[config.mk]
export PLATFORM = sky130hd
export DESIGN_NAME = wb_regfile_scoreboard
export DESIGN_NICKNAME = d
export VERILOG_FILES = /design/src/rtl/pipe_pkg.sv /design/src/rtl/wb_scoreboard.sv /design/src/rtl/wb_regfile_scoreboard.sv
export SDC_FILE = /design/constraint.sdc
export NUM_CORES = 2
export LEC_CHECK = 0
export BUFFER_PORTS_ARGS = -buffer_cell sky130_fd_sc_hd__buf_2
export CORE_MARGIN = 10
export CORE_UTILIZATION = 53
export CTS_CLUSTER_SIZE = 16
export DETAILED_ROUTE_END_ITERATION = 6
export PLACE_DENSITY = 0.71
export SLEW_MARGIN = 20
export SYNTH_ARGS = -nofsm -noshare
export SYNTH_HDL_FRONTEND = slang
export SYNTH_HIERARCHICAL = 1
export SYNTH_SLANG_ARGS = --single-unit
[constraint.sdc]
create_clock -name clk -period 39.6 [get_ports clk]
set_input_delay 9.9 -clock clk [delete_from_list [all_inputs] [get_ports clk]]
set_output_delay 9.9 -clock clk [all_outputs]
set_load 0.05 [all_outputs]
[src/rtl/pipe_pkg.sv]
// Shared pipeline types and sizing used by the writeback stage and its scoreboard.
package pipe_pkg;

    localparam int XLEN = 32;
    localparam int NREG = 16;
    localparam int AW   = $clog2(NREG);

    typedef logic [AW-1:0]   reg_idx_t;
    typedef logic [XLEN-1:0] word_t;

    localparam reg_idx_t REG_ZERO = '0;

endpackage

[src/rtl/wb_scoreboard.sv]
// Pending-write scoreboard: one busy bit per architectural register, x0 never busy.
module wb_scoreboard #(
    parameter  int NREG = pipe_pkg::NREG,
    localparam int AW   = $clog2(NREG)
) (
    input  logic          clk,
    input  logic          rst,
    input  logic          set_en,
    input  logic [AW-1:0] set_idx,
    input  logic          clr_en,
    input  logic [AW-1:0] clr_idx,
    input  logic [AW-1:0] rs1_addr,
    input  logic [AW-1:0] rs2_addr,
    output logic          rs1_busy,
    output logic          rs2_busy
);

    logic [NREG-1:0] busy;

    // NOTE: sequential state uses non-blocking assignments so every bit samples pre-edge values.
    always_ff @(posedge clk or posedge rst) begin
        if (rst) begin
            busy <= '0;
        end else begin
            busy[0] <= 1'b0;
            for (int i = 1; i < NREG; i++) begin
                // Set wins on a same-index collision: the newer instruction is still outstanding.
                if (set_en && set_idx == AW'(i))
                    busy[i] <= 1'b1;
                else if (clr_en && clr_idx == AW'(i))
                    busy[i] <= 1'b0;
            end
        end
    end

    // A register committing this cycle is served by the bypass, so it no longer stalls.
    assign rs1_busy = busy[rs1_addr] & ~(clr_en && clr_idx == rs1_addr);
    assign rs2_busy = busy[rs2_addr] & ~(clr_en && clr_idx == rs2_addr);

endmodule

[src/rtl/wb_regfile_scoreboard.sv]
// Writeback stage: result select, register file with write-through read ports, and scoreboard.
module wb_regfile_scoreboard #(
    parameter  int XLEN = pipe_pkg::XLEN,
    parameter  int NREG = pipe_pkg::NREG,
    localparam int AW   = $clog2(NREG)
) (
    input  logic            clk,
    input  logic            rst,
    input  logic            wb_valid,
    input  logic            wb_mem2reg,
    input  logic            wb_reg_write,
    input  logic [AW-1:0]   wb_rd,
    input  logic [XLEN-1:0] wb_data,
    input  logic [XLEN-1:0] wb_alu_res,
    output logic [XLEN-1:0] wb_result,
    input  logic [AW-1:0]   rs1_addr,
    input  logic [AW-1:0]   rs2_addr,
    output logic [XLEN-1:0] rs1_data,
    output logic [XLEN-1:0] rs2_data,
    input  logic            issue_valid,
    input  logic            issue_we,
    input  logic [AW-1:0]   issue_rd,
    output logic            rs1_busy,
    output logic            rs2_busy
);

    logic [XLEN-1:0] regs [NREG];
    logic            commit;
    logic            issue_set;

    assign wb_result = wb_mem2reg ? wb_data : wb_alu_res;
    assign commit    = wb_valid & wb_reg_write & (wb_rd != '0);
    assign issue_set = issue_valid & issue_we & (issue_rd != '0);

    // NOTE: the array is cleared by reset because reset must make every register read back zero.
    always_ff @(posedge clk or posedge rst) begin
        if (rst) begin
            for (int i = 0; i < NREG; i++)
                regs[i] <= '0;
        end else if (commit) begin
            regs[wb_rd] <= wb_result;
        end
    end

    // NOTE: each output gets a default first so no path through the block can infer a latch.
    always_comb begin
        rs1_data = regs[rs1_addr];
        if (rs1_addr == '0)
            rs1_data = '0;
        else if (commit && wb_rd == rs1_addr)
            rs1_data = wb_result;
    end

    always_comb begin
        rs2_data = regs[rs2_addr];
        if (rs2_addr == '0)
            rs2_data = '0;
        else if (commit && wb_rd == rs2_addr)
            rs2_data = wb_result;
    end

    wb_scoreboard #(
        .NREG(NREG)
    ) u_scoreboard (
        .clk      (clk),
        .rst      (rst),
        .set_en   (issue_set),
        .set_idx  (issue_rd),
        .clr_en   (commit),
        .clr_idx  (wb_rd),
        .rs1_addr (rs1_addr),
        .rs2_addr (rs2_addr),
        .rs1_busy (rs1_busy),
        .rs2_busy (rs2_busy)
    );

endmodule

# == After elaboration in Yosys (flattened, before gate mapping) ==
# Cells that the tools add are included.
# word_totals
regBits,527
input_bits,87
out_inout_bits,98
word_cells,180
# op_classes
order_cmp,6
n_eq_ne,32
mux,48
n_bitwise,11
reduce_logical,52
# ops
op,n
$bwmux 512,1
$mux 32,10
$bmux 32 s4,2
$demux 32 s4,1
$eq 4x4->1 const B,16
$logic_and 1x1->1,33
$eq 4x3->1 const B,8
$mux 1,32
$reduce_bool 2->1,15
$eq 4x2->1 const B,4
$ge 5x5->1 const B,3
$not 4->5,3
$lt 4x5->1 const B,2
$bmux 1 s4,2
$eq 4x1->1 const B,2
$eq 4x4->1,2
$logic_not 4->1,2
$reduce_bool 4->1,2
$and 1x1->1,6
$lt 5x1->1 const B,1
$not 1->1,2

# == Depth between registers and ports, before layout ==
# logic_depth
ltp_word,6
ltp_mapped,7
depth_no_buf,5

# == Cells and area by module ==
# The synthesis kept the hierarchy.
# by_module_without_submodules
module,n_inst,cells_each,area_each_um2,seq_area_each_um2
wb_regfile_scoreboard,1,2350,27377.5,12812.3
wb_scoreboard,1,108,1101.1,375.4

# == Worst setup path before layout ==
# OpenSTA, ideal clock, no wires.
# synth_path
path_kind,input-to-output
startpoint,input wb_rd[0]
endpoint,output rs1_busy
arrival_time_ns,11.899
required_ns,29.700
setup_slack_ns,17.801
stages,6
path_buffers,1
cell_sequence,buf_2 > nor4_2 > nor2_1 > nand2_1 > nor4_1 > a211oi_1
# synth_via
elab_chain_len,5
elab_cells_between_ends,6
classes_between,1 x eq/ne; 3 x bitwise; 2 x reduce/logical
# synth_rtl
element,line,source
from (decl),wb_regfile_scoreboard.sv:12,"input logic [AW-1:0] wb_rd,"
$reduce_bool 4->1,wb_regfile_scoreboard.sv:32,assign commit = wb_valid & wb_reg_write & (wb_rd != '0);
$and 1x1->1,wb_regfile_scoreboard.sv:32,
net commit,wb_regfile_scoreboard.sv:28,logic commit;
$logic_and 1x1->1,wb_scoreboard.sv:37,assign rs1_busy = busy[rs1_addr] & ~(clr_en && clr_idx == rs1_addr);
$not 1->1,wb_scoreboard.sv:37,
$and 1x1->1,wb_scoreboard.sv:37,
to (decl),wb_regfile_scoreboard.sv:23,"output logic rs1_busy,"
# The timed path passes the listed nets, and every way through them passes these cells.

# == Final worst setup path ==
# layout_path
startpoint,input rs2_addr[3]
endpoint,output rs2_data[4]
# layout_via
elab_chain_len,6
elab_cells_between_ends,9
classes_between,1 x eq/ne; 5 x mux; 1 x bitwise; 2 x reduce/logical
# layout_rtl
element,line,source
from (decl),wb_regfile_scoreboard.sv:17,"input logic [AW-1:0] rs2_addr,"
$not 4->5 (implied by the code),wb_regfile_scoreboard.sv:55,rs2_data = regs[rs2_addr];
$bmux 32 s4,wb_regfile_scoreboard.sv:55,
$mux 32 (implied by the code) (2 in series),wb_regfile_scoreboard.sv:55,
$mux 32,wb_regfile_scoreboard.sv:58,else if (commit && wb_rd == rs2_addr)
$mux 32 (*),wb_regfile_scoreboard.sv:56,if (rs2_addr == '0)
to (decl),wb_regfile_scoreboard.sv:19,"output logic [XLEN-1:0] rs2_data,"
# Mark *: on every way between the ends. The rest lies on a longest branch, timed or not. The select of a mux whose other input is x is not followed.

==> impl_metrics.json <==
{
  "run_status": "complete, no violations",
  "use_met3": 0.0445,
  "grt_pass1_vias": 21329,
  "syn-num-nets": 2545,
  "synth_cell_types": 46,
  "grt_pass1_wl_microns": 122000,
  "finalHoldViolCount": 0,
  "yosysSeqAreaShare": 0.463,
  "netlist_instances": 2458,
  "ys.flop_type": "dfrtp_1",
  "min_period_ns": 23.16,
  "period_share": 0.585,
  "ir_drop_mv": 0.0367,
  "finalPower_uw": 1770,
  "cts_setup_buffers": 0,
  "synth_fa_ha_area_frac": 0,
  "num_rows": 84,
  "antenna_left": 0,
  "fmax_mhz": 43.2,
  "syn-cell-area_sq_mm": 0.0285,
  "seq_area_sq_mm": 0.0132,
  "io_pins": 185,
  "area_growth_pct": 10.2,
  "grt_setup_unrepaired": "no",
  "synthArstFlopShare": 1.00,
  "dr.pass1.iters": 6,
  "cts_root_buf": "clkbuf_16",
  "drt_iter0_drc": 1965,
  "cts_tree": "done",
  "grt_max_degree": 184,
  "startpoint": "rs2_addr[3]",
  "die_y_microns": 252,
  "end_kind": "output port",
  "cts_resized": 0,
  "synth_xor_area_frac": 0.00492,
  "synth-compound-area-share": 0.107,
  "htree_levels": 2,
  "required_ns": 29.70,
  "syn-mean-instance-area_sq_um": 11.6,
  "gp_congestion": 0.772,
  "grtUsageTotal": 0.248,
  "numPortBuffers": 184,
  "num_vias": 20318,
  "die_area_sq_mm": 0.0634,
  "final_cell_mix": "527 x dfrtp_1, 356 x nor2_1, 352 x a21oi_1",
  "clock_latency_ns": 0.60,
  "leakage_uw": 0.0136,
  "grt_util_met1": 0.313,
  "crit_path_start_kind": "input pin",
  "routed_wl_microns": 78600,
  "grt_use_met2": 0.424,
  "avgViaCountPerCell": 6.30,
  "hold_ws_ns": 0.395,
  "drive_gt1_frac": 0.275,
  "core_sq_mm": 0.0529,
  "antenna_found_initial": 0,
  "crit_fanout": 41,
  "start_util": 0.539,
  "path_clk_slew_ns": 0.06,
  "ys_ff_latch": 527,
  "synth-simple-area-share": 0.0789,
  "p_per_area_mw_per_mm2": 56.5,
  "fillers": 4150,
  "busiest_layer": "met2",
  "final_net_count": 2581,
  "dp_hpwl_microns": 43900,
  "synth_edf_count": 0,
  "holdCritPathClass": "reg2reg",
  "synth_top_family_by_area": "multiplexers",
  "arrival_ns": 13.26,
  "tns_ns": 0,
  "clock_skew_ns": 0,
  "reg2reg_from": "regs[163]",
  "crit_type": "in2out",
  "wl_per_cell_microns": 24.4,
  "drc": 0,
  "relSlewSlack": 0.211,
  "timing.final.max_slew_violations": 0,
  "muxShareOfSynthArea": 0.291,
  "tightest_slew_ns": 1.18,
  "yosysWarnings": 6,
  "cap_violations": 0,
  "multiInputGateArea_sq_mm": 0.0138,
  "final_common_cell": "dfrtp_1",
  "cts_inserted_buffers": 54,
  "clock_sinks": 527,
  "cts_hold_buf": 0,
  "die_w_microns": 252,
  "grt_overflow": 0,
  "diodes": 0,
  "finalSetupViolCount": 0,
  "min_from": "regs[482]",
  "cts_buffer_depth": 3
}
[logic make-up after synthesis]
family / Yosys count
DFF: 527
xor gates and xnor gates: 16
muxes: 492
buffers and inverters: 300
and+or+nand+nor: 541
AOI/OAI and AO/OA: 582
[layer usage]
layer  wire (microns)  share of wire  vias up
met5                0              0        -
met4             2490          0.032        0
met3             5510          0.070      143
met2            39600           0.50      781
met1            31000           0.39    10347
li1                 -              -     9047
[Yosys cell counts (all sizes together) (3+ instances only)]
cell type | number | share of area
inv | 37 | 0.0049
or4 | 3 | 0.00079
xor2 | 12 | 0.0037
xnor2 | 4 | 0.0012
nor3 | 4 | 0.0018
buf | 177 | 0.038
mux4 | 260 | 0.21
dfrtp | 527 | 0.46
a21oi | 352 | 0.062
o22ai | 64 | 0.014
nand2 | 136 | 0.018
clkbuf | 86 | 0.012
nor2 | 362 | 0.048
o21ai | 158 | 0.028
nand2b | 6 | 0.0013
mux2i | 166 | 0.059
nand3 | 8 | 0.0016
nor4 | 9 | 0.0032
mux2 | 66 | 0.026
[power breakdown]
group | switching, uW | internal, uW
clock network | 220 | 324
registers | 89.0 | 656
logic | 265 | 219
total | 575 | 1200
[final timing paths]
check / cells past startpoint / slack [ns] / endpoint
worst max-delay path: 7 / 16.44 / rs2_data[4]
worst min-delay path: 0 / 0.39 / regs[482]
worst max register to register: 2 / 38.83 / regs[163]
worst min register to register: 0 / 0.39 / regs[482]
max in group asynchronous: 3 / 28.59 / regs[367]
min in group asynchronous: 2 / 9.38 / u_scoreboard/busy[11]
[critical path: stages]
cell and delay [ns]:
buf_2 0.08, buf_4 0.67, xor2_1 0.17, nor4_2 0.33, nand3_2 0.92, o22ai_1 0.79, buf_2 0.36
[registers in the layout, summed over array words and instances (netlist names)]
name and count:
regs 512, u_scoreboard/busy 15
[cell type report]
type	instances	area share
Tap cell	688	0.0274
Clock buffer	75	0.0514
Timing Repair Buffer	243	0.0457
Sequential cell	527	0.420
Multi-Input combinational cell	1631	0.441
Clock inverter	26	0.00973
Inverter	37	0.00466
[metrics by stage]
step | util | cells | cell area [sq um] | setup slack, ns
after floorplan | - | 2458 | 28500 | 15.40
after global placement | 0.556 | 3125 | 29400 | 16.64
after detailed placement | 0.556 | 3125 | 29400 | 16.56
after CTS | 0.593 | 3226 | 31300 | 16.54
after global routing | 0.594 | 3227 | 31400 | 16.39
final | 0.594 | 3227 | 31400 | 16.44
No activity file was read; power rests on OpenSTA's default activity.
